**src/rtl/mips_isa_pkg.sv**
```systemverilog
// MIPS opcode/func fields shared with the control decoder, plus the request
// kind codes understood by instr_encoder.
package mips_isa_pkg;

    localparam logic [5:0] OP_RTYPE  = 6'b000000;
    localparam logic [5:0] OP_LW     = 6'b100011;
    localparam logic [5:0] OP_SW     = 6'b101011;
    localparam logic [5:0] OP_BEQ    = 6'b000100;
    localparam logic [5:0] OP_LUI    = 6'b001111;
    localparam logic [5:0] OP_ORI    = 6'b001101;
    localparam logic [5:0] OP_JAL    = 6'b000011;

    localparam logic [5:0] FUNC_ADDU = 6'b100001;
    localparam logic [5:0] FUNC_SUBU = 6'b100011;
    localparam logic [5:0] FUNC_JR   = 6'b001000;

    localparam logic [3:0] KIND_ADDU = 4'd0;
    localparam logic [3:0] KIND_SUBU = 4'd1;
    localparam logic [3:0] KIND_JR   = 4'd2;
    localparam logic [3:0] KIND_LW   = 4'd3;
    localparam logic [3:0] KIND_SW   = 4'd4;
    localparam logic [3:0] KIND_BEQ  = 4'd5;
    localparam logic [3:0] KIND_LUI  = 4'd6;
    localparam logic [3:0] KIND_ORI  = 4'd7;
    localparam logic [3:0] KIND_JAL  = 4'd8;
    localparam logic [3:0] KIND_LI   = 4'd9;
    localparam logic [3:0] KIND_NOP  = 4'd10;

    localparam logic [31:0] NOP_WORD = 32'h0000_0000;

    // Codes 11..15 are reserved and rejected by the encoder.
    function automatic logic kind_is_legal(input logic [3:0] kind);
        return kind <= KIND_NOP;
    endfunction

endpackage

```
**src/rtl/instr_word_fmt.sv**
```systemverilog
// Combinational packer: builds the 32-bit R/I/J-format word for one request
// kind. LI never arrives here directly; the encoder splits it into LUI/ORI.
module instr_word_fmt
    import mips_isa_pkg::*;
(
    input  logic [3:0]  kind,
    input  logic [4:0]  rs,
    input  logic [4:0]  rt,
    input  logic [4:0]  rd,
    input  logic [27:0] imm,
    output logic [31:0] word
);

    always_comb begin
        word = NOP_WORD;
        case (kind)
            KIND_ADDU: word = {OP_RTYPE, rs, rt, rd, 5'd0, FUNC_ADDU};
            KIND_SUBU: word = {OP_RTYPE, rs, rt, rd, 5'd0, FUNC_SUBU};
            KIND_JR:   word = {OP_RTYPE, rs, 5'd0, 5'd0, 5'd0, FUNC_JR};
            KIND_LW:   word = {OP_LW,  rs, rt, imm[15:0]};
            KIND_SW:   word = {OP_SW,  rs, rt, imm[15:0]};
            KIND_BEQ:  word = {OP_BEQ, rs, rt, imm[15:0]};
            KIND_LUI:  word = {OP_LUI, 5'd0, rt, imm[15:0]};
            KIND_ORI:  word = {OP_ORI, rs, rt, imm[15:0]};
            // JAL takes a byte target; the word index drops the low two bits
            KIND_JAL:  word = {OP_JAL, imm[27:2]};
            default:   word = NOP_WORD;
        endcase
    end

endmodule

```
**src/rtl/instr_encoder.sv**
```systemverilog
// Request-to-IM encoder: emits encoded MIPS words at a sequential address and
// expands li into lui+ori. Optional macro LI_SHORT_EN collapses li to one word.
module instr_encoder
    import mips_isa_pkg::*;
#(
    parameter int          ADDR_W    = 10,
    parameter logic [31:0] BASE_ADDR = 32'h0000_3000
) (
    input  logic              clk,
    input  logic              reset_n,
    input  logic              req_valid,
    output logic              req_ready,
    input  logic [3:0]        req_kind,
    input  logic [4:0]        req_rs,
    input  logic [4:0]        req_rt,
    input  logic [4:0]        req_rd,
    input  logic [31:0]       req_imm,
    output logic              im_we,
    output logic [ADDR_W-1:0] im_addr,
    output logic [31:0]       im_wdata,
    output logic [31:0]       pc_next,
    output logic              full,
    output logic              err
);

    typedef enum logic {ST_IDLE, ST_LI_LO} state_e;

    localparam logic [ADDR_W:0] DEPTH = {1'b1, {ADDR_W{1'b0}}};
    localparam logic [ADDR_W:0] ONE   = {{ADDR_W{1'b0}}, 1'b1};

    state_e          state, next_state;
    logic [ADDR_W:0] write_index;
    logic [4:0]      li_rt;
    logic [15:0]     li_lo;

    logic [3:0]  fmt_kind;
    logic [4:0]  fmt_rs, fmt_rt, fmt_rd;
    logic [27:0] fmt_imm;
    logic [31:0] fmt_word;
    logic        emit, set_err, latch_li, xfer;

    // The extra top bit of write_index lets full be seen without wrapping.
    assign full      = (write_index == DEPTH);
    assign req_ready = reset_n && (state == ST_IDLE) && !full;
    assign xfer      = req_valid && req_ready;
    assign pc_next   = BASE_ADDR + {{(29 - ADDR_W){1'b0}}, write_index, 2'b00};

    instr_word_fmt u_fmt (
        .kind (fmt_kind),
        .rs   (fmt_rs),
        .rt   (fmt_rt),
        .rd   (fmt_rd),
        .imm  (fmt_imm),
        .word (fmt_word)
    );

    always_comb begin
        next_state = state;
        fmt_kind   = req_kind;
        fmt_rs     = req_rs;
        fmt_rt     = req_rt;
        fmt_rd     = req_rd;
        fmt_imm    = req_imm[27:0];
        emit       = 1'b0;
        set_err    = 1'b0;
        latch_li   = 1'b0;
        case (state)
            ST_IDLE: begin
                if (xfer) begin
                    if (!kind_is_legal(req_kind)) begin
                        set_err = 1'b1;
                    end else if (req_kind == KIND_LI) begin
                        emit     = 1'b1;
                        fmt_kind = KIND_LUI;
                        fmt_imm  = {12'h000, req_imm[31:16]};
`ifdef LI_SHORT_EN
                        if (req_imm[31:16] == 16'h0000) begin
                            fmt_kind = KIND_ORI;
                            fmt_rs   = 5'd0;
                            fmt_imm  = {12'h000, req_imm[15:0]};
                        end else if (req_imm[15:0] != 16'h0000) begin
                            latch_li   = 1'b1;
                            next_state = ST_LI_LO;
                        end
`else
                        latch_li   = 1'b1;
                        next_state = ST_LI_LO;
`endif
                    end else begin
                        emit = 1'b1;
                    end
                end
            end
            ST_LI_LO: begin
                // Second half of li; if the lui took the last slot it is lost.
                fmt_kind   = KIND_ORI;
                fmt_rs     = li_rt;
                fmt_rt     = li_rt;
                fmt_imm    = {12'h000, li_lo};
                next_state = ST_IDLE;
                if (full) begin
                    set_err = 1'b1;
                end else begin
                    emit = 1'b1;
                end
            end
            default: next_state = ST_IDLE;
        endcase
    end

    always_ff @(posedge clk or negedge reset_n) begin
        if (!reset_n) begin
            state <= ST_IDLE;
        end else begin
            state <= next_state;
        end
    end

    always_ff @(posedge clk or negedge reset_n) begin
        if (!reset_n) begin
            write_index <= '0;
            im_we       <= 1'b0;
            im_addr     <= '0;
            im_wdata    <= '0;
            err         <= 1'b0;
            li_rt       <= '0;
            li_lo       <= '0;
        end else begin
            im_we <= emit;
            if (emit) begin
                im_addr     <= write_index[ADDR_W-1:0];
                im_wdata    <= fmt_word;
                write_index <= write_index + ONE;
            end
            if (set_err) begin
                err <= 1'b1;
            end
            if (latch_li) begin
                li_rt <= req_rt;
                li_lo <= req_imm[15:0];
            end
        end
    end

endmodule

```
**config.mk**
```make
export PLATFORM = sky130hd
export DESIGN_NAME = instr_encoder
export DESIGN_NICKNAME = d
export VERILOG_FILES = /design/src/rtl/mips_isa_pkg.sv /design/src/rtl/instr_word_fmt.sv /design/src/rtl/instr_encoder.sv
export SDC_FILE = /design/constraint.sdc
export NUM_CORES = 1
export LEC_CHECK = 0
export CAP_MARGIN = 0
export CORE_MARGIN = 8
export CORE_UTILIZATION = 42
export DETAILED_ROUTE_END_ITERATION = 16
export PLACE_DENSITY = 0.76
export REMOVE_ABC_BUFFERS = 1
export SYNTH_ARGS = -nofsm -noshare
export SYNTH_HDL_FRONTEND = slang
export SYNTH_SLANG_ARGS = --single-unit
```
**constraint.sdc**
```tcl
create_clock -name clk -period 1.99 [get_ports clk]
set_input_delay 0.199 -clock clk [delete_from_list [all_inputs] [get_ports clk]]
set_output_delay 0.199 -clock clk [all_outputs]
set_load 0.02 [all_outputs]
```
==> results by group, run 1 <==
Route
  – First-pass iteration count of the detailed router: 7
  – Max layer used: met4
  – WL/cell: approximately 19 um
  – Met1 wire length: between 5 and 6 mm
  – DR iter-0 viols: ~260
  – Vias per cell: 5.56
  – Number of remaining DRC errors: 0
  – DR vias: approximately 4000
  – Routed Antenna Nets: 0
  – WL final: roughly 14 mm
  – Met3 WL: 1.20 mm
  – Met2 Routed Length: between 6 and 7 mm

Floorplanning
  – Ports: around 130
  – Die Y: between 100 and 150 um
  – Initial Util: between 40% and 50%
  – DIE WIDTH: 116 um
  – Rows: 36
  – Core Region: between 9000 and 10000 um^2
  – Die area: roughly 13000 um^2

Global route
  – Congestion Overflow GR: 0
  – First-pass GRT wire length: 20.9 mm
  – Initial antenna violation count: 0
  – GRT Util Overall: 19.8%
  – Vias in the first global route: approximately 4000
  – Largest net degree at the start of global routing: 50

Timing
  – Slew Limit Headroom: around three fifths
  – Final hold vios: 0
  – Slew @ Worst Pin: just under 600 ps
  – Max Clock Skew: 16.0 ps
  – Final worst slack: -138 ps
  – Setup violators final: 11
  – Unrepaired setup endpoints after global routing: yes
  – Fin. max-slew vios: 0
  – Hold WS: around 130 ps
  – Fin crit period: ~2100 ps
  – Period utilization: 107%
  – FMAX: between 0.4 and 0.5 GHz

Yosys
  – Post-synth EDFFs: 0
  – Yosys reg bits: between 70 and 80
  – Synth async-reset ratio: 100%
  – Post-synth cell types: 63
  – Synth Area in Compound Gates: ~18%
  – Combinational family with the most area after synthesis: compound AO/OA/AOI/OAI gates
  – Syn Area/Cell: about 10 um^2
  – Yosys warns: 0
  – Adder-Cell Fraction of Synth Area: 0.601%
  – Mapped Area: 4170 um^2
  – Post-Syn Instances: ~420
  – Synth Area in XOR/XNOR: about 2.1%
  – Synth Area in Simple Gates: about 16%
  – Predominant post-synthesis flop cell: dfrtp_1
  – Mux contribution to synthesized area: a little under a tenth
  – Post-synthesis sequential area ratio: 45.6%

Pwr
  – Power density over the cells: approximately 760 nW/um^2
  – Switch Pwr: 1640 uW
  – Switching share of power: 33.1%
  – Power share of the combinational group: a little over a third
  – Leak: around 0.0028 uW
  – Seq pwr share: around two fifths
  – Internal: 3300 uW
  – Clock share of power: between 20 and 25%
  – VDD IR max: roughly 0.43 mV

Flow run
  – Max Cap Viol: 0

Hold path
  – Hold crit path type: input port to asynchronous set/reset pin

Placed design
  – PortBufs: approximately 110
  – Dpl hpwl: 10.0 mm
  – Post-Place Setup Slack: -200 ps
  – Routability cong.: approximately 0.91

Clock tree
  – H-tree levels: 3
  – TritonCTS Sinks: 76
  – CTS tree: done
  – CTS root buf: clkbuf_8
  – Clock slew at reported path FFs: ~80 ps
  – Inserted Clock Buffers: 9
  – Clock buffer depth: 2
  – Worst-Skew Late Latency: around 350 ps

Setup path
  – Setup CP Type: flop to flop
  – Worst Setup End Kind: flop
  – Worst R2R Setup Slack: -140 ps
  – CP max FO: 5
  – CP Launch Type: flop
  – Critical path arrival: between 2000 and 2500 ps
  – CP required: around 2200 ps

Outcome
  – Violated checks: setup timing
  – Status: finished, violations left

Final layout
  – Number of diodes: 0
  – Area growth, synth to finish: 55.7%
  – Nets@finish: 655
  – Layout cells sized above 1: about 28%
-- metrics by stage --
step	instances	cell area, um^2	power [uW]	utilization (%)	TNS (ps)
floorplan	387	3930	2720	-	-106140
global placement	705	5800	3580	59.8	-3290
detailed placement	705	5800	3620	59.8	-5640
CTS	728	6150	4870	63.5	-293
global route	736	6490	5180	67.0	-2030
finish	736	6490	4940	67.0	-544
-- kinds of logic (layout without fill, tap and decap cells) --
family,Yosys count,after routing
buffers and inverters,58,224
multiplexers,36,36
other,1,20
AND/OR/NAND/NOR,131,131
flip-flops,76,76
XOR/XNOR,10,10
adder cells (fa/ha/maj),2,2
AO/OA/AOI/OAI,104,104
-- cell usage in the layout, fill, tap and decap left out, types with 4 or more instances in the layout --
cell,count
a21oi_1,13
a21oi_2,4
a221o_1,6
a221oi_2,6
a22o_1,5
and2_1,6
buf_12,5
buf_4,66
buf_6,16
clkbuf_8,10
clkdlybuf4s50_1,108
conb_1,20
dfrtp_1,75
inv_1,4
mux2_2,24
mux2i_1,10
nand2_1,51
nand3_1,7
nand4_1,4
nor2_1,24
nor3_1,6
nor3b_1,6
o21ai_0,13
o21ai_1,5
o221ai_1,4
o22ai_1,10
xnor2_1,7
-- final cells by class --
type | count | area [um^2]
multi-input cells | 303 | 2220
clock buffers | 10 | 138
fillers | 760 | 3200
flip-flops and latches | 76 | 1900
well taps | 133 | 166
inverters | 8 | 37.5
clock inverters | 5 | 60.1
repair buffers | 201 | 1960
-- flip-flops by register name, indices dropped and copies added (netlist names) --
| signal | flops |
|---|---|
| li_lo | 16 |
| im_wdata | 31 |
| im_addr | 10 |
| li_rt | 5 |
| state | 1 |
| write_index | 11 |
| err | 1 |
| im_we | 1 |
-- power groups by stage --
stage,combinational (uW),clock (uW),sequential [uW]
6_report,1740,1200,2000
5_1_grt,1860,1290,2030
4_1_cts,1670,1210,1990
3_5_place_dp,1610,0,2010
3_3_place_gp,1580,0,2000
2_1_floorplan,466,0,2260
-- what timing repair did --
| item | CTS | global route |
|---|---|---|
| pin swaps | 10 | 20 |
| buffers inserted | 7 | 6 |
| gates cloned | 0 | 2 |
| resized for setup | 33 | 48 |
| endpoints found under the setup margin | 41 | 47 |
| hold buffers | 1 | 0 |
| hold endpoints to repair | 71 | 0 |
-- critical path, stage by stage (launching register included) --
cell      delay [ps]
dfrtp_1          360
inv_2             60
ha_4             150
nor4b_4          120
nand4_2          130
clkinv_4         110
buf_4            140
buf_6            120
buf_4            130
a2111o_1         400
a21oi_2          150
o32ai_2          110
-- routing by layer --
| layer | vias to the layer above | track usage (%) |
|---|---|---|
| met5 | - | 0 |
| met4 | 0 | 7.71 |
| met3 | 34 | 4.85 |
| met2 | 196 | 32.6 |
| met1 | 1996 | 24.6 |
| li1 | 1863 | - |
-- final timing paths --
kind                                      from     endpoint  cells after the start
worst max-delay path            write_index[1]  im_wdata[8]                     11
max in group asynchronous              reset_n   im_addr[3]                      3
worst min register to register      im_addr[2]   im_addr[2]                      2
min in group clk                     req_rt[4]     li_rt[4]                      2
worst min-delay path                   reset_n          err                      3
worst max register to register  write_index[1]  im_wdata[8]                     11
-- Yosys cell counts (6+ instances only) --
master    count  area (um^2)
nor3b_1       6         45.0
o22ai_1      10         62.6
mux2_2       24          270
xnor2_1       7         61.3
inv_1         6         22.5
mux2i_1      10          100
dfrtp_1      76         1900
nand3_1       8         40.0
and2_1        6         37.5
o221ai_1      7         61.3
buf_2        14         70.1
clkbuf_1      7         26.3
a221oi_1      8         70.1
o21ai_0      17         85.1
nor2_1       27          101
buf_4        23          173
nand2_1      53          199
a221o_1       6         60.1
nor3_1        6         30.0
a21oi_1      17         85.1
Power figures use the tool's default switching activity.
==> run 2: changes to the inputs <==
--- a/config.mk
+++ b/config.mk
@@ -5,12 +5,14 @@
 export SDC_FILE = /design/constraint.sdc
 export NUM_CORES = 1
 export LEC_CHECK = 0
+export ABC_CLOCK_PERIOD_IN_PS = 1990
 export CAP_MARGIN = 0
 export CORE_MARGIN = 8
 export CORE_UTILIZATION = 42
 export DETAILED_ROUTE_END_ITERATION = 16
 export PLACE_DENSITY = 0.76
 export REMOVE_ABC_BUFFERS = 1
+export SLEW_MARGIN = 10
 export SYNTH_ARGS = -nofsm -noshare
 export SYNTH_HDL_FRONTEND = slang
 export SYNTH_SLANG_ARGS = --single-unit
==> results of run 2 <==
Final layout, timing and power as in run 1 (identical DEF).
==> run 3: changes to the inputs <==
--- a/config.mk
+++ b/config.mk
@@ -5,10 +5,11 @@
 export SDC_FILE = /design/constraint.sdc
 export NUM_CORES = 1
 export LEC_CHECK = 0
-export ABC_CLOCK_PERIOD_IN_PS = 1990
+export ABC_CLOCK_PERIOD_IN_PS = 1800
 export CAP_MARGIN = 0
 export CORE_MARGIN = 8
 export CORE_UTILIZATION = 42
+export CTS_CLUSTER_DIAMETER = 40
 export DETAILED_ROUTE_END_ITERATION = 16
 export PLACE_DENSITY = 0.76
 export REMOVE_ABC_BUFFERS = 1
==> constraint.sdc (replaced) <==
create_clock -name clk -period 1.8 [get_ports clk]
set_input_delay 0.18 -clock clk [delete_from_list [all_inputs] [get_ports clk]]
set_output_delay 0.18 -clock clk [all_outputs]
set_load 0.02 [all_outputs]
==> results by group, run 3 (synthesis gave the netlist of run 1 again) <==
Pwr
  – Clock share of power: 20.6% (-3.8 points)
  – Power share of the combinational group: 39.9% (+4.7 points)
  – Seq pwr share: 39.5% (-0.9 points)
  – VDD IR max: 0.476 mV (+9.9%)
  – Total power draw: 5680 uW (+15%)
  – Power density over the cells: 810 nW/um^2 (+6.5%)
  – Switch Pwr: 1950 uW (+19%)
  – Leak: 0.00301 uW (+8.2%)
  – Internal: 3730 uW (+13%)
  – Switching share of power: 34.3% (+1.2 points)

Final layout
  – Most frequent cells in the layout: 108 x clkdlybuf4s50_1, 83 x buf_4, 75 x dfrtp_1
  – Area growth, synth to finish: 68.1%
  – Largest registers: im_wdata x31, li_lo x16, write_index x11
  – Nets@finish: 680 (+3.8%)
  – Layout cells sized above 1: 38.3% (+10 points)
  – Most flops, register: im_wdata
  – Max reg flops: 31 (unchanged)
  – Number of diodes: 0 (unchanged)
  – Commonest non-fill, non-tap cell in the layout: clkdlybuf4s50_1

Clock tree
  – CTS root buf: clkbuf_8
  – H-tree levels: 3 (unchanged)
  – CTS tree: done
  – Inserted Clock Buffers: 9 (unchanged)
  – Worst-Skew Late Latency: 360 ps (about the same)
  – Clock buffer depth: 2 (unchanged)
  – TritonCTS Sinks: 76 (unchanged)
  – Clock slew at reported path FFs: 80 ps (about the same)

Setup path
  – Reg2Reg Depth: 9 (-2)
  – Crit path max-delay family: compound AO/OA/AOI/OAI gates
  – Crit-path cells: inv_2 -> ha_4 -> nor4b_4 -> nand4_2 -> clkinv_4 -> nor2_4 -> buf_6 -> a221o_1 -> a221o_1
  – Worst Setup SP: write_index[1]
  – CP required: 2040 ps (-170 ps)
  – Setup CP Type: flop to flop
  – Crit path to: im_wdata[5]
  – Worst Setup End Kind: flop
  – Worst R2R Setup Slack: -240 ps (-100 ps)
  – CP Launch Type: flop
  – Max incr delay on CP: 400 ps (about the same)
  – Slowest stage cell, crit path: dfrtp_1
  – Logic depth of the worst setup path including buffers: 9 (-2)
  – Critical path arrival: 2280 ps (-70 ps)
  – Worst r2r src: write_index[1]
  – CP dominant cell by count: a221o_1
  – R2r endpoint: im_wdata[5]
  – Crit path buf inv count: 3 (-2)
  – CP max FO: 5 (unchanged)

Timing
  – Hold WS: 468 ps (+339 ps)
  – Period utilization: 113% (+6.3 points)
  – FMAX: 0.491 GHz (+4.4%)
  – Final hold vios: 0 (unchanged)
  – Max Clock Skew: 8.67 ps (-7.32 ps)
  – Fin crit period: 2040 ps (-89.6 ps)
  – TNS Setup: -9270 ps (-8730 ps)
  – Slew @ Worst Pin: 592 ps (-1.14 ps)
  – Unrepaired setup endpoints after global routing: yes
  – Slew Limit Headroom: 60.5% (+0.076 points)
  – Fin. max-slew vios: 0 (unchanged)
  – Setup violators final: 70 (+59)
  – Final worst slack: -239 ps (-100 ps)

Global route
  – GRT Util Overall: 21.7% (+1.9 points)
  – First-pass GRT wire length: 22.7 mm (+8.7%)
  – Initial antenna violation count: 0 (unchanged)
  – Largest net degree at the start of global routing: 47 (-6.0%)
  – Congestion Overflow GR: 0 (unchanged)
  – Vias in the first global route: 4470 (+9.9%)

Hold path
  – Hold crit path type: input port to flop

Floorplanning
  – Core Region: 9680 um^2 (unchanged)
  – Ports: 132 (unchanged)
  – DIE WIDTH: 116 um (unchanged)
  – Rows: 36 (unchanged)
  – Die area: 13400 um^2 (unchanged)
  – Initial Util: 43.0% (unchanged)
  – Die Y: 116 um (unchanged)

Route
  – Vias per cell: 5.73 (+3.2%)
  – WL final: 15.7 mm (+11%)
  – Routed Antenna Nets: 0 (unchanged)
  – First-pass iteration count of the detailed router: 4 (-3)
  – DR iter-0 viols: 274 (+5.0%)
  – Number of remaining DRC errors: 0 (unchanged)
  – WL/cell: 20.6 um (+7.5%)
  – DR vias: 4370 (+6.9%)

Placed design
  – Post-Place Setup Slack: -374 ps (-174 ps)
  – Routability cong.: 0.888 (-1.9%)
  – PortBufs: 111 (unchanged)
  – Dpl hpwl: 10.4 mm (+3.9%)

Outcome
  – Violated checks: setup timing
  – Status: finished, violations left

Flow run
  – Max Cap Viol: 0 (unchanged)
## run 3: cell types whose count changed in the layout (fill, tap and decap cells not counted), sizes merged
cell           change
clkinv             +3
bufinv             -1
dlygate4sd3        +1
clkdlybuf4s15      -1
inv                -2
buf               +27
dlymetal6s4s       -1
## run 3: worst min path at each step
stage | start | endpoint | slack, ps | cells after the start
finish | req_rt[2] | li_rt[2] | 470 | 2
detailed placement | reset_n | im_wdata[0] | 270 | 2
global placement | reset_n | im_wdata[0] | 270 | 2
floorplan | reset_n | err | -120 | 0
CTS | req_rt[1] | li_rt[1] | 450 | 2
global route | req_rt[4] | li_rt[4] | 480 | 2
## run 3: timing repair
action	CTS	global route
resized for setup	81	105
pin swaps	26	43
endpoints found under the setup margin	69	69
setup buffers	24	11
hold endpoints to repair	76	0
gates cloned	1	1
hold buffers	1	0
## run 3: per-layer routing
| metal | part of all wire (%) | vias to the layer above | track usage [%] |
|---|---|---|---|
| met1 | 38 | 2171 | 25.2 |
| met4 | 3.1 | 0 | 9.02 |
| met2 | 50 | 236 | 36.9 |
| met5 | 0 | - | 0 |
| met3 | 8.6 | 45 | 5.89 |
| li1 | - | 1918 | - |
## run 3: per-stage QoR
step	cell area [um^2]	utilization, %	instances
detailed placement	5870	60.6	715
global route	7000	72.3	762
CTS	6450	66.6	755
global placement	5870	60.6	715
finish	7000	72.3	762
floorplan	3930	-	387
## run 3: layout make-up
type / count / area [um^2]
Clock inverter: 5 / 27.5
Sequential cell: 76 / 1900
Clock buffer: 11 / 141
Timing Repair Buffer: 226 / 2220
Multi-Input combinational cell: 303 / 2510
Inverter: 8 / 42.5
Fill cell: 666 / 2680
Tap cell: 133 / 166
## run 3: power by group through the flow
stage          clock (uW)  combinational [uW]  sequential, uW
4_1_cts              1180                2060            2210
2_1_floorplan           0                 516            2500
3_3_place_gp            0                1770            2210
3_5_place_dp            0                1810            2230
5_1_grt              1260                2410            2270
6_report             1170                2270            2240
==> variant 1: new RTL, config.mk and constraints of run 1 <==
Put one more register stage on the output `err`, without a reset. The value now appears one clock later. The other outputs are not delayed to match.
--- a/src/rtl/instr_encoder.sv
+++ b/src/rtl/instr_encoder.sv
@@ -28,4 +28,6 @@
     localparam logic [ADDR_W:0] DEPTH = {1'b1, {ADDR_W{1'b0}}};
     localparam logic [ADDR_W:0] ONE   = {{ADDR_W{1'b0}}, 1'b1};
+
+    logic err_s0;
 
     state_e          state, next_state;
@@ -123,5 +125,5 @@
             im_addr     <= '0;
             im_wdata    <= '0;
-            err         <= 1'b0;
+            err_s0      <= 1'b0;
             li_rt       <= '0;
             li_lo       <= '0;
@@ -134,5 +136,5 @@
             end
             if (set_err) begin
-                err <= 1'b1;
+                err_s0 <= 1'b1;
             end
             if (latch_li) begin
@@ -143,4 +145,8 @@
     end
 
+    always_ff @(posedge clk) begin
+        err <= err_s0;
+    end
+
 endmodule
 
Check against the original RTL: not equivalent (a bounded check fails within 4 cycles, from zero or initial values and one cycle with reset_n low).
==> variant 1 against run 1 <==
The run still ends with negative setup slack left. Area after synthesis is 0.48% higher. Wire length is 3.2% lower. Global-route usage is 0.32 points higher. Sequential cell count is 1 higher. Setup slack better by 0.074 ns. Via count is 1.0% lower. Critical path depth is 2 lower. Clock power is 9% lower. Final area is 3.3% lower. Total power is 1.6% lower. First-iteration DRC count is 10% lower.
==> variant 1: results (changes against run 1) <==
Clock transition at path regs: 0.09 ns
Run status: finished, violations left (unchanged)
WP data arrival: 2.28 ns (was 2.35 ns)
Clk_skew: 0.02110 ns (was 0.01599 ns)
Vias in the first global route: 4247 (was 4068)
Avg Inst Size Synth: 9.992 µm² (was 9.968 µm²)
Post-CTS Setup Bufs: 6 (was 7)
Share of cells above drive strength 1: 26.76% (was 28.36%)
Wire per inst: 18.65 µm (was 19.14 µm)
Sequential area share after synthesis: 45.91% (was 45.65%)
Clk buf depth: 2 (unchanged)
Net switching power: 1.642 mW (was 1.636 mW)
Placed cells: 708 (was 705)
Setup WS pre-CTS: -0.1757 ns (was -0.2004 ns)
I/O Buffers: 111 (unchanged)
Number of gates resized after cts: 33 (unchanged)
First-pass GRT wire length: 21550 µm (was 20850 µm)
Largest net degree at the start of global routing: 52 (was 50)
Failing checks: negative setup slack (unchanged)
Crit path launch: write_index[0]$_DFFE_PN0P_ (was write_index[1]$_DFFE_PN0P_)
FF-to-FF path depth: 9 (was 11)
Library cells used by synthesis: 64 (was 63)
Layout net count: 649 (was 655)
P_leak: 2.716 nW (was 2.786 nW)
Internal: 3.219 mW (was 3.304 mW)
Type of the most critical hold path: flip-flop to flip-flop (was primary input to async pin)
Reg-to-Reg End: im_wdata[0]$_DFFE_PN0P_ (was im_wdata[8]$_DFFE_PN0P_)
Hold buffer count at cts: 1 (unchanged)
Peak VDD IR: 0.0004489 V (was 0.0004328 V)
Delay-heaviest family, CP: compound AO/OA/AOI/OAI gates (unchanged)
GR Util All Layers: 20.16% (was 19.84%)
Drt pass-1 iters: 5 (was 7)
GPL Wtd Cong: 0.8667 (was 0.9052)
Clock Power Share: 22.4% (was 24.4%)
Final instance count without filler cells: 731 (was 736)
Multi-input gate area: 2182 µm² (was 2223 µm²)
Crit Path Max Fanout: 7 (was 5)
Post-synth ARST share: 98.70% (was 100.0%)
Largest regs: im_wdata x31, li_lo x16, write_index x11 (unchanged)
Placed cell areas: 5831 µm² (was 5796 µm²)
DP HPWL: 10170 µm (was 10030 µm)
Endpoint, Worst Hold: err$_DFF_P_
Filler cell count: 806 (was 760)
CTS root buf: clkbuf_8 (unchanged)
Most frequent cells after synthesis: dfrtp_1 (76), nand2_1 (53), nor2_1 (27), mux2_2 (24), buf_4 (23) (unchanged)
Via-to-Cell Ratio: 5.538 (was 5.556)
H-tree depth: 3 (unchanged)
WHS Path Cells: 0
Setup ws final: -0.06370 ns (was -0.1381 ns)
Crit path max-delay cell type: dfrtp_1 (was a2111o_1)
First DRT Iteration DRCs: 235 (was 261)
Final Hold Slack: 0.4042 ns (was 0.1293 ns)
Final setup fails: 3 (was 11)
Inserted Diodes: 0 (unchanged)
Synth top area cells: dfrtp_1 (45%), mux2_2 (6.5%), nand2_1 (4.8%), buf_4 (4.1%), nor2_1 (2.4%) (was dfrtp_1 (46%), mux2_2 (6.5%), nand2_1 (4.8%), buf_4 (4.1%), nor2_1 (2.4%))
Total negative slack: -0.09974 ns (was -0.5441 ns)
Initial antenna violation count: 0 (unchanged)
Worst rel slew slack: 56.66% (was 60.45%)
-- variant 1: cell count changes after synthesis --
cell,run 1,this run
dfxtp_1,0,1
-- variant 1: final cells by class --
cell class,instances,share of cell area (%)
inverters,8,0.5983
clock buffers,11,2.254
well taps,133,2.653
repair buffers,194,28.52
flip-flops and latches,77,30.65
clock inverters,5,0.5385
multi-input cells,303,34.78
-- variant 1: metal layers --
| metal | global-route usage (%) | routed length, µm | vias to the layer above |
|---|---|---|---|
| li1 | - | - | 1855 |
| met1 | 25.65 | 5852 | 1986 |
| met2 | 33.37 | 6467 | 179 |
| met3 | 4.065 | 1064 | 28 |
| met4 | 6.742 | 248 | 0 |
| met5 | 0 | 0 | - |
-- variant 1: cells by family after synthesis --
group	synth area share, %
xor+xnor	2.092
other cells	0.08957
mux	9.384
flops	45.91
buf+inv	8.069
compound gates	18.11
fa+ha+maj	0.5976
simple gates	15.75
==> variant 2: new RTL, settings of run 1 <==
Made on the original files. The option `LI_SHORT_EN` is turned on by a define.
--- a/src/rtl/instr_encoder.sv
+++ b/src/rtl/instr_encoder.sv
@@ -1,4 +1,6 @@
 // Request-to-IM encoder: emits encoded MIPS words at a sequential address and
 // expands li into lui+ori. Optional macro LI_SHORT_EN collapses li to one word.
+`define LI_SHORT_EN
+
 module instr_encoder
     import mips_isa_pkg::*;
Check against the original RTL: not equivalent (a bounded check fails within 4 cycles, from zero or initial values and one cycle with reset_n low).
==> variant 2 against run 1 <==
Fmax increased by 1.6%. Critical endpoint is now im_wdata[15]$_DFFE_PN0P_. Total power up 6.5%. Count of clock-buffer cells in the layout stayed put. The run still ends with negative setup slack left. Highest routed layer unchanged. Setup slack improved by 0.033 ns. Area after synthesis decreased by 1.7%. Final area is 1.4% lower. Wire length up 3.0%. Sequential cell count did not move. Critical path depth decreased by 3. Cell count is 0.95% lower. Clock power up 24%. Die area fell by 1.5%.
==> variant 2: results (changes against run 1) <==
Sequential area share after synthesis: 46.44% (was 45.65%)
Met2 usage: 36.10% (was 32.56%)
Mapped Cells: 406 (was 418)
Final instance count without filler cells: 729 (was 736)
Synth top area cells: dfrtp_1 (46%), mux2_2 (6.3%), nand2_1 (3.9%), buf_4 (3.8%), o31ai_1 (2.9%) (was dfrtp_1 (46%), mux2_2 (6.5%), nand2_1 (4.8%), buf_4 (4.1%), nor2_1 (2.4%))
Grt met1 use: 25.80% (was 24.59%)
Failing checks: negative setup slack (unchanged)
Layout net count: 647 (was 655)
Largest net degree at the start of global routing: 63 (was 50)
Global Route met3 Usage: 4.622% (was 4.846%)
GR Util All Layers: 21.57% (was 19.84%)
Slew @ Worst Pin: 0.8100 ns (was 0.5932 ns)
Wirelength, routed: 14510 µm (was 14090 µm)
Clock Power Share: 28.3% (was 24.4%)
Placed cells: 703 (was 705)
P_clk: 1.49 mW (was 1.20 mW)
Filler cell count: 759 (was 760)
Share of cells above drive strength 1: 27.01% (was 28.36%)
First DRT Iteration DRCs: 453 (was 261)
Sw Ratio: 31.65% (was 33.11%)
Slowest stage delay, CP: 0.42 ns (was 0.40 ns)
Setup WS pre-CTS: -0.4471 ns (was -0.2004 ns)
Setup ws final: -0.1055 ns (was -0.1381 ns)
GPL Wtd Cong: 0.9139 (was 0.9052)
Final setup fails: 44 (was 11)
Drt pass-1 iters: 5 (was 7)
Vias in the first global route: 4333 (was 4068)
Clk_skew: 0.007725 ns (was 0.01599 ns)
Run status: finished, violations left (unchanged)
Most frequent cells after synthesis: dfrtp_1 (76), nand2_1 (43), nor2_1 (29), mux2_2 (23), o21ai_0 (23) (was dfrtp_1 (76), nand2_1 (53), nor2_1 (27), mux2_2 (24), buf_4 (23))
Peak VDD IR: 0.0004324 V (was 0.0004328 V)
Placed cell areas: 5817 µm² (was 5796 µm²)
First-pass GRT wire length: 22370 µm (was 20850 µm)
Library cells used by synthesis: 52 (was 63)
Crit Path Max Fanout: 4 (was 5)
P_leak: 2.913 nW (was 2.786 nW)
Crit path max-delay cell type: or3_4 (was a2111o_1)
## variant 2: cell types whose count changed after synthesis, sizes merged, moves of 7 or more
cell / delta
o31ai: +16
a22oi: +12
a21oi: -12
nor4: +9
nand2: -10
o211ai: +7
o221ai: -7
## variant 2: final cells by class
cell class                      count  area share, %
Tap cell                          133          2.602
Multi-Input combinational cell    292          33.78
Clock buffer                       10          2.152
Inverter                            9         0.5282
Sequential cell                    76          29.75
Clock inverter                      6          1.741
Timing Repair Buffer              203          29.44
## variant 2: worst max-delay path: cells and delay by family, from the launching register on
family                   cells  cell delay, ns
AND/OR/NAND/NOR              3            0.69
multiplexers                 1            0.31
buffers and inverters        2            0.16
adder cells (fa/ha/maj)      1            0.15
flip-flops                   1            0.38
AO/OA/AOI/OAI                1            0.29
## variant 2: logic make-up (layout without fill, tap and decap cells)
group	Yosys count	count (layout)	share of synthesized area, %
AO/OA/AOI/OAI	106	106	18.76
XOR/XNOR	10	10	2.139
adder cells (fa/ha/maj)	2	2	0.6110
buffers and inverters	57	228	7.760
flip-flops	76	76	46.44
multiplexers	35	35	9.502
other	1	20	0.09157
AND/OR/NAND/NOR	119	119	14.70
## variant 2: worst paths after layout
kind	endpoint	slack [ns]	cells after the start
worst max-delay path	im_wdata[15]$_DFFE_PN0P_	-0.11	8
worst min-delay path	im_wdata[14]$_DFFE_PN0P_	0.43	3
worst max register to register	im_wdata[15]$_DFFE_PN0P_	-0.11	8
worst min register to register	err$_DFFE_PN0P_	0.48	1
max in group asynchronous	state$_DFF_PN0_	0.79	3
min in group clk	err$_DFFE_PN0P_	0.48	1
## variant 2: metal layers
layer	vias up	share of wire (%)
met5	-	0
met4	0	3.4
met3	43	9.4
met2	243	49
met1	2024	38
li1	1847	-
